### config.mk
export PLATFORM = sky130hd
export DESIGN_NAME = regfile_write_arbiter_flat
export DESIGN_NICKNAME = d
export VERILOG_FILES = /design/src/rtl/regfile_write_arbiter_pkg.sv /design/src/rtl/regfile_write_arbiter_if.sv /design/src/rtl/regfile_write_arbiter_wb_hold_buffer.sv /design/src/rtl/regfile_write_arbiter.sv /design/src/flat_wrapper.sv
export SDC_FILE = /design/constraint.sdc
export NUM_CORES = 1
export LEC_CHECK = 0
export BUFFER_PORTS_ARGS = -buffer_cell sky130_fd_sc_hd__buf_4
export CAP_MARGIN = 25
export CORE_MARGIN = 2
export CORE_UTILIZATION = 48
export CTS_CLUSTER_SIZE = 16
export DETAILED_ROUTE_END_ITERATION = 10
export PLACE_DENSITY = 0.73
export SLEW_MARGIN = 20
export SYNTH_ARGS = -nofsm -noshare
export SYNTH_HDL_FRONTEND = slang
export SYNTH_SLANG_ARGS = --single-unit
### constraint.sdc
create_clock -name clk -period 1.82 [get_ports clk]
set_input_delay 0.546 -clock clk [delete_from_list [all_inputs] [get_ports clk]]
set_output_delay 0.546 -clock clk [all_outputs]
set_load 0.05 [all_outputs]
### src/rtl/regfile_write_arbiter_pkg.sv
// ---------------------------------------------------------------------------
// regfile_write_arbiter_pkg : shared widths and requester-ID encoding
// Rev 1.0
// ---------------------------------------------------------------------------
`default_nettype none

package regfile_write_arbiter_pkg;

   localparam int c_DATA_W = 32;
   localparam int c_ADDR_W = 5;

   typedef enum logic {
      REQ_ALU = 1'b0,
      REQ_MEM = 1'b1
   } req_id_e;

endpackage

`default_nettype wire

### src/rtl/regfile_write_arbiter_if.sv
// ---------------------------------------------------------------------------
// regfile_write_arbiter_if : requester handshakes and register-file write bus
// Rev 1.0
// ---------------------------------------------------------------------------
`default_nettype none

interface regfile_write_arbiter_if
   import regfile_write_arbiter_pkg::*;
#(
   parameter int DATA_W = c_DATA_W,
   parameter int ADDR_W = c_ADDR_W,
   parameter int CNT_W  = 16
);

   logic              req0_valid;
   logic              req0_ready;
   logic [ADDR_W-1:0] req0_addr;
   logic [DATA_W-1:0] req0_data;
   logic              req1_valid;
   logic              req1_ready;
   logic [ADDR_W-1:0] req1_addr;
   logic [DATA_W-1:0] req1_data;
   logic              writeEnable;
   logic [ADDR_W-1:0] writeAddr;
   logic [DATA_W-1:0] writeData;
   logic              grant_id;
   logic [CNT_W-1:0]  stall0_cnt;
   logic [CNT_W-1:0]  stall1_cnt;

   modport slave (
      input  req0_valid, req0_addr, req0_data,
      input  req1_valid, req1_addr, req1_data,
      output req0_ready, req1_ready,
      output writeEnable, writeAddr, writeData, grant_id,
      output stall0_cnt, stall1_cnt
   );

   modport master (
      output req0_valid, req0_addr, req0_data,
      output req1_valid, req1_addr, req1_data,
      input  req0_ready, req1_ready,
      input  writeEnable, writeAddr, writeData, grant_id,
      input  stall0_cnt, stall1_cnt
   );

endinterface

`default_nettype wire

### src/rtl/regfile_write_arbiter_wb_hold_buffer.sv
// ---------------------------------------------------------------------------
// wb_hold_buffer : single-entry writeback holder with accept/free and age flag
// Rev 1.0
// ---------------------------------------------------------------------------
`default_nettype none

module wb_hold_buffer
   import regfile_write_arbiter_pkg::*;
#(
   parameter int DATA_W = c_DATA_W,
   parameter int ADDR_W = c_ADDR_W
) (
   input  wire logic              clk,
   input  wire logic              rst,
   input  wire logic              accept,
   input  wire logic              free,
   input  wire logic              set_old,
   input  wire logic [ADDR_W-1:0] in_addr,
   input  wire logic [DATA_W-1:0] in_data,
   output logic                   valid,
   output logic [ADDR_W-1:0]      addr,
   output logic [DATA_W-1:0]      data,
   output logic                   old
);

   logic              r_valid;
   logic [ADDR_W-1:0] r_addr;
   logic [DATA_W-1:0] r_data;
   logic              r_old;

   // old means this entry was accepted before the other buffer's current entry
   always_ff @(posedge clk) begin
      if (rst) begin
         r_valid <= 1'b0;
         r_addr  <= '0;
         r_data  <= '0;
         r_old   <= 1'b0;
      end else if (accept) begin
         r_valid <= 1'b1;
         r_addr  <= in_addr;
         r_data  <= in_data;
         r_old   <= 1'b0;
      end else if (free) begin
         r_valid <= 1'b0;
         r_old   <= 1'b0;
      end else if (set_old) begin
         r_old   <= 1'b1;
      end
   end

   assign valid = r_valid;
   assign addr  = r_addr;
   assign data  = r_data;
   assign old   = r_old;

endmodule

`default_nettype wire

### src/rtl/regfile_write_arbiter.sv
// ---------------------------------------------------------------------------
// regfile_write_arbiter : age/round-robin arbiter for the register-file write port
// Rev 1.0
// ---------------------------------------------------------------------------
`default_nettype none

module regfile_write_arbiter
   import regfile_write_arbiter_pkg::*;
#(
   parameter int DATA_W  = c_DATA_W,
   parameter int ADDR_W  = c_ADDR_W,
   parameter int DROP_R0 = 0,
   parameter int CNT_W   = 16
) (
   input  wire logic              clk,
   input  wire logic              rst,
   regfile_write_arbiter_if.slave bus
);

   localparam logic [CNT_W-1:0] c_CNT_ONE = {{(CNT_W-1){1'b0}}, 1'b1};

   logic              w_valid0, w_valid1;
   logic              w_old0, w_old1;
   logic [ADDR_W-1:0] w_addr0, w_addr1;
   logic [DATA_W-1:0] w_data0, w_data1;
   logic              w_tie, w_gnt0, w_gnt1;
   logic              w_ready0, w_ready1;
   logic              w_acc0, w_acc1;
   logic              w_issue;
   logic [ADDR_W-1:0] w_gnt_addr;
   logic [DATA_W-1:0] w_gnt_data;

   req_id_e           r_rr;
   req_id_e           r_gid;
   logic              r_we;
   logic [ADDR_W-1:0] r_addr;
   logic [DATA_W-1:0] r_data;
   logic [CNT_W-1:0]  r_stall0, r_stall1;

   wb_hold_buffer #(.DATA_W(DATA_W), .ADDR_W(ADDR_W)) u_buf0 (
      .clk     (clk),
      .rst     (rst),
      .accept  (w_acc0),
      .free    (w_gnt0),
      .set_old (w_acc1 && w_valid0 && !w_gnt0),
      .in_addr (bus.req0_addr),
      .in_data (bus.req0_data),
      .valid   (w_valid0),
      .addr    (w_addr0),
      .data    (w_data0),
      .old     (w_old0)
   );

   wb_hold_buffer #(.DATA_W(DATA_W), .ADDR_W(ADDR_W)) u_buf1 (
      .clk     (clk),
      .rst     (rst),
      .accept  (w_acc1),
      .free    (w_gnt1),
      .set_old (w_acc0 && w_valid1 && !w_gnt1),
      .in_addr (bus.req1_addr),
      .in_data (bus.req1_data),
      .valid   (w_valid1),
      .addr    (w_addr1),
      .data    (w_data1),
      .old     (w_old1)
   );

   // Older entry wins so same-register writebacks retire in acceptance order
   always_comb begin
      w_tie  = w_valid0 && w_valid1 && (w_old0 == w_old1);
      w_gnt0 = w_valid0;
      if (w_valid0 && w_valid1) begin
         w_gnt0 = w_tie ? (r_rr == REQ_ALU) : w_old0;
      end
      w_gnt1     = w_valid1 && !w_gnt0;
      w_gnt_addr = w_gnt1 ? w_addr1 : w_addr0;
      w_gnt_data = w_gnt1 ? w_data1 : w_data0;
      w_issue    = (w_gnt0 || w_gnt1) && !((DROP_R0 != 0) && (w_gnt_addr == '0));
   end

   assign w_ready0 = !w_valid0 || w_gnt0;
   assign w_ready1 = !w_valid1 || w_gnt1;
   assign w_acc0   = bus.req0_valid && w_ready0;
   assign w_acc1   = bus.req1_valid && w_ready1;

   always_ff @(posedge clk) begin
      if (rst) begin
         r_rr     <= REQ_ALU;
         r_gid    <= REQ_ALU;
         r_we     <= 1'b0;
         r_addr   <= '0;
         r_data   <= '0;
         r_stall0 <= '0;
         r_stall1 <= '0;
      end else begin
         r_we <= w_issue;
         if (w_issue) begin
            r_addr <= w_gnt_addr;
            r_data <= w_gnt_data;
            r_gid  <= w_gnt1 ? REQ_MEM : REQ_ALU;
         end
         if (w_tie) begin
            r_rr <= (r_rr == REQ_ALU) ? REQ_MEM : REQ_ALU;
         end
         if (bus.req0_valid && !w_ready0 && (r_stall0 != '1)) begin
            r_stall0 <= r_stall0 + c_CNT_ONE;
         end
         if (bus.req1_valid && !w_ready1 && (r_stall1 != '1)) begin
            r_stall1 <= r_stall1 + c_CNT_ONE;
         end
      end
   end

   assign bus.req0_ready  = w_ready0;
   assign bus.req1_ready  = w_ready1;
   assign bus.writeEnable = r_we;
   assign bus.writeAddr   = r_addr;
   assign bus.writeData   = r_data;
   assign bus.grant_id    = r_gid;
   assign bus.stall0_cnt  = r_stall0;
   assign bus.stall1_cnt  = r_stall1;

endmodule

`default_nettype wire

### src/flat_wrapper.sv
// flat-port wrapper written by rule: the top's interface ports become plain ports
module regfile_write_arbiter_flat import regfile_write_arbiter_pkg::*;
#(
   parameter int DATA_W  = c_DATA_W,
   parameter int ADDR_W  = c_ADDR_W,
   parameter int DROP_R0 = 0,
   parameter int CNT_W   = 16
)
  (clk, rst, bus_req0_valid, bus_req0_addr, bus_req0_data, bus_req1_valid, bus_req1_addr, bus_req1_data, bus_req0_ready, bus_req1_ready, bus_writeEnable, bus_writeAddr, bus_writeData, bus_grant_id, bus_stall0_cnt, bus_stall1_cnt);
  regfile_write_arbiter_if #(.DATA_W(DATA_W), .ADDR_W(ADDR_W), .CNT_W(CNT_W)) bus_i ();
  input  wire logic clk;
  input  wire logic rst;
  input wire logic [$bits(bus_i.req0_valid)-1:0] bus_req0_valid;
  input wire logic [$bits(bus_i.req0_addr)-1:0] bus_req0_addr;
  input wire logic [$bits(bus_i.req0_data)-1:0] bus_req0_data;
  input wire logic [$bits(bus_i.req1_valid)-1:0] bus_req1_valid;
  input wire logic [$bits(bus_i.req1_addr)-1:0] bus_req1_addr;
  input wire logic [$bits(bus_i.req1_data)-1:0] bus_req1_data;
  output wire logic [$bits(bus_i.req0_ready)-1:0] bus_req0_ready;
  output wire logic [$bits(bus_i.req1_ready)-1:0] bus_req1_ready;
  output wire logic [$bits(bus_i.writeEnable)-1:0] bus_writeEnable;
  output wire logic [$bits(bus_i.writeAddr)-1:0] bus_writeAddr;
  output wire logic [$bits(bus_i.writeData)-1:0] bus_writeData;
  output wire logic [$bits(bus_i.grant_id)-1:0] bus_grant_id;
  output wire logic [$bits(bus_i.stall0_cnt)-1:0] bus_stall0_cnt;
  output wire logic [$bits(bus_i.stall1_cnt)-1:0] bus_stall1_cnt;
  assign bus_i.req0_valid = bus_req0_valid;
  assign bus_i.req0_addr = bus_req0_addr;
  assign bus_i.req0_data = bus_req0_data;
  assign bus_i.req1_valid = bus_req1_valid;
  assign bus_i.req1_addr = bus_req1_addr;
  assign bus_i.req1_data = bus_req1_data;
  assign bus_req0_ready = bus_i.req0_ready;
  assign bus_req1_ready = bus_i.req1_ready;
  assign bus_writeEnable = bus_i.writeEnable;
  assign bus_writeAddr = bus_i.writeAddr;
  assign bus_writeData = bus_i.writeData;
  assign bus_grant_id = bus_i.grant_id;
  assign bus_stall0_cnt = bus_i.stall0_cnt;
  assign bus_stall1_cnt = bus_i.stall1_cnt;
  regfile_write_arbiter #(.DATA_W(DATA_W), .ADDR_W(ADDR_W), .DROP_R0(DROP_R0), .CNT_W(CNT_W)) u_core (.clk(clk), .rst(rst), .bus(bus_i));
endmodule
==> flow_metrics.env <==
export IMPL_final_util_pct=70.4
export IMPL_synthCells=689
export IMPL_finalNetCount=966
export IMPL_top_level_ports=151
export IMPL_ctsHtreeMaxLevel=4
export IMPL_netSwitchingFraction_pct=24.8
export IMPL_pwr_share_seq_pct=47.7
export IMPL_synthToLayoutAreaGrowth_pct=42.2
export IMPL_worst_slew_pin_slew_ps=1020
export IMPL_ys_seq_area_share_pct=50.1
export IMPL_setup_viol=23
export IMPL_cts_tree="built"
export IMPL_numPortBuffers=150
export IMPL_diodes=0
export IMPL_die_area_um2=13400
export IMPL_drcViolationCount=0
export IMPL_drive_gt1_share_pct=35.9
export IMPL_yosys_warnings=0
export IMPL_worstSetupStartpointType="flop"
export IMPL_clkPwrFrac_pct=40.9
export IMPL_vias=5796
export IMPL_first_pass_iters=11
export IMPL_grt_overflow=0
export IMPL_p_int_mw=5.50
export IMPL_wire_per_inst_um=16.3
export IMPL_violations="setup timing"
export IMPL_start_util_pct=49.5
export IMPL_avgSynthCellArea_um2=8.70
export IMPL_first_iter_violations=756
export IMPL_relSlewSlack_pct=32.0
export IMPL_drv_slew=0
export IMPL_antenna_found_initial=0
export IMPL_tns_ps=-668
export IMPL_slowest_stage="dfxtp_2"
export IMPL_rows=40
export IMPL_netlist_area_um2=5990
export IMPL_crit_chain="and2b_2 > o21ai_4 > nor2_4 > inv_2 > buf_8"
export IMPL_critPathCaptureType="output port"
export IMPL_fmax_ghz=0.502
export IMPL_vias_per_cell=5.45
export IMPL_combPwrFrac_pct=11.4
export IMPL_synth_top_area_cell="dfxtp_1"
export IMPL_period_needed_ps=1990
export IMPL_dpl_worst_slack_ps=-133
export IMPL_hold_viol_final=0
export IMPL_cpPeakStageDelay_ps=330
export IMPL_cts_root_buf="clkbuf_16"
export IMPL_core_um2=12100
export IMPL_ys_flop_type="dfxtp_1"
export IMPL_worst_slack_ps=-171
export IMPL_dieWidth_um=116
export IMPL_required_ps=1270
export IMPL_grt_pass1_vias=5492
export IMPL_synth_top_area_share_pct=50.1
export IMPL_place_hpwl_um=11100
export IMPL_power_density_nw_per_um2=859
export IMPL_hold_ws_ps=377
export IMPL_synth_nets=769
export IMPL_dp_cells=1021
export IMPL_clk_path_buf_depth=2
export IMPL_synthTopCellsByArea="dfxtp_1 50%, nand2_1 10%, a21oi_1 7.1%"
export IMPL_final_cells=1064
export IMPL_grt_max_degree=58
export IMPL_synth_cell_types=61
export IMPL_wirelength_um=17400
export IMPL_crit_fanout=2
export IMPL_rsz0062_at_grt="yes"
export IMPL_synth_seq_cells=150
export IMPL_fin_crit_sh_pct=109
export IMPL_die_height_um=116
export IMPL_max_cap_viol_count=0
export IMPL_ir_drop_mv=0.696
export IMPL_clk_latency_ps=420
export IMPL_async_flop_share_pct=0
export IMPL_fin_skew_ps=9.72
export IMPL_track_usage_pct=24.7
export IMPL_clkTransAtPathRegs_ps=60
export IMPL_postCtsHoldBufs=0
export IMPL_synth_edf_count=0
export IMPL_grt_pass1_wl_um=26100
export IMPL_worstPathArrival_ps=1440
export IMPL_tritoncts_num_buffers=17
export IMPL_hp_class="in -> reg"
export IMPL_drtAntennaViolNets=0
export IMPL_cts_sinks=150
export IMPL_status="finished with violations"
export IMPL_cellLeakagePower_nw=3.76
export IMPL_gp_congestion=0.879
export IMPL_path_class="reg -> out"
export IMPL_power_switching_mw=1.82
==> final cells by class <==
cell class	count	area, µm²
Timing Repair Buffer	217	1800
Tap cell	168	210
Inverter	43	161
Clock buffer	23	458
Fill cell	948	3590
Multi-Input combinational cell	457	2800
Clock inverter	6	32.5
Sequential cell	150	3060
==> cell families (layout without fill, tap and decap cells) <==
group	count (synthesis)	count (layout)	synth area share, %
adders and majority gates	2	2	0.417
buffers and inverters	83	289	6.07
xor gates and xnor gates	19	19	2.78
muxes	5	5	0.877
DFF	150	150	50.1
AOI/OAI and AO/OA	157	158	18.6
and+or+nand+nor	273	273	21.1
==> sequential cells by signal, indices dropped and copies added (netlist names) <==
register                count
u_core.bus.writeData       32
u_core.u_buf0.data         32
u_core.u_buf1.data         32
u_core.bus.stall0_cnt      16
u_core.bus.stall1_cnt      16
u_core.bus.writeAddr        5
u_core.u_buf0.addr          5
u_core.u_buf1.addr          5
u_core.bus.grant_id         1
u_core.bus.writeEnable      1
u_core.r_rr                 1
u_core.u_buf0.old           1
u_core.u_buf0.valid         1
u_core.u_buf1.old           1
u_core.u_buf1.valid         1
==> power by group through the flow <==
stage                     Sequential (mW)  Clock, mW  Combinational, mW
after floorplan                      3.66          0              0.306
after global placement               3.55          0              0.745
after detailed placement             3.56          0              0.759
after CTS                            3.49       3.03              0.773
after global routing                 3.50       3.17              0.887
final                                3.49       2.99              0.831
==> timing repair <==
action | in CTS | in global routing
gates resized for setup | 13 | 38
pin swaps | 7 | 11
buffers inserted | 4 | 6
cloned | 1 | 3
setup endpoints to repair | 43 | 73
==> layer usage <==
metal / track usage, % / up-vias / routed length, µm
met4: 8.10 / 0 / 279
met5: 0 / - / 0
met1: 30.7 / 2743 / 7230
li1: - / 2792 / -
met3: 6.49 / 24 / 1280
met2: 41.8 / 237 / 8600
==> critical path: cells and delay by family, from the launching register on <==
kind | cells | cell delay, ps
buffers and inverters | 2 | 200
flip-flops | 1 | 330
AO/OA/AOI/OAI | 1 | 190
AND/OR/NAND/NOR | 2 | 300
==> stage by stage <==
step	power [mW]	cell area (µm²)
finish	7.32	8520
floorplan	3.96	6060
detailed placement	4.32	7700
global placement	4.30	7700
global route	7.56	8520
CTS	7.29	8270
==> synth_stat cells, types with 10 or more instances <==
cell	instances
a222oi_1	37
nand3_1	12
clkbuf_1	24
nand2_1	164
buf_2	10
nor2_1	38
dfxtp_1	150
a21oi_1	85
nand4_1	10
xor2_1	14
inv_1	41
==> worst paths after layout <==
| check | cells after the start | end | startpoint | slack [ps] |
|---|---|---|---|---|
| min reg2reg | 2 | u_core.u_buf0.data[29] | u_core.u_buf0.data[29] | 460 |
| max | 5 | bus_req1_ready | u_core.r_rr | -170 |
| max reg2reg | 10 | u_core.u_buf0.data[12] | u_core.r_rr | -40 |
| min | 3 | u_core.u_buf0.data[29] | bus_req0_data[29] | 380 |
==> layout by cell type, fill, tap and decap left out, types with 4 or more instances in the layout <==
cell and n:
nor2_1 36, a21oi_2 7, clkbuf_1 5, nand2_1 161, or3_1 7, buf_12 7
dfxtp_4 7, nand4_1 10, and3_1 5, clkbuf_16 19, inv_1 40, and2_1 4
xnor2_1 5, xor2_1 14, a222oi_1 37, dfxtp_1 121, o21ai_0 6, buf_4 197
dfxtp_2 22, buf_6 8, nand3_1 11, o21ai_4 4, a21oi_1 78, clkinv_2 5
Note: power is estimated with default switching activity, not from simulation.
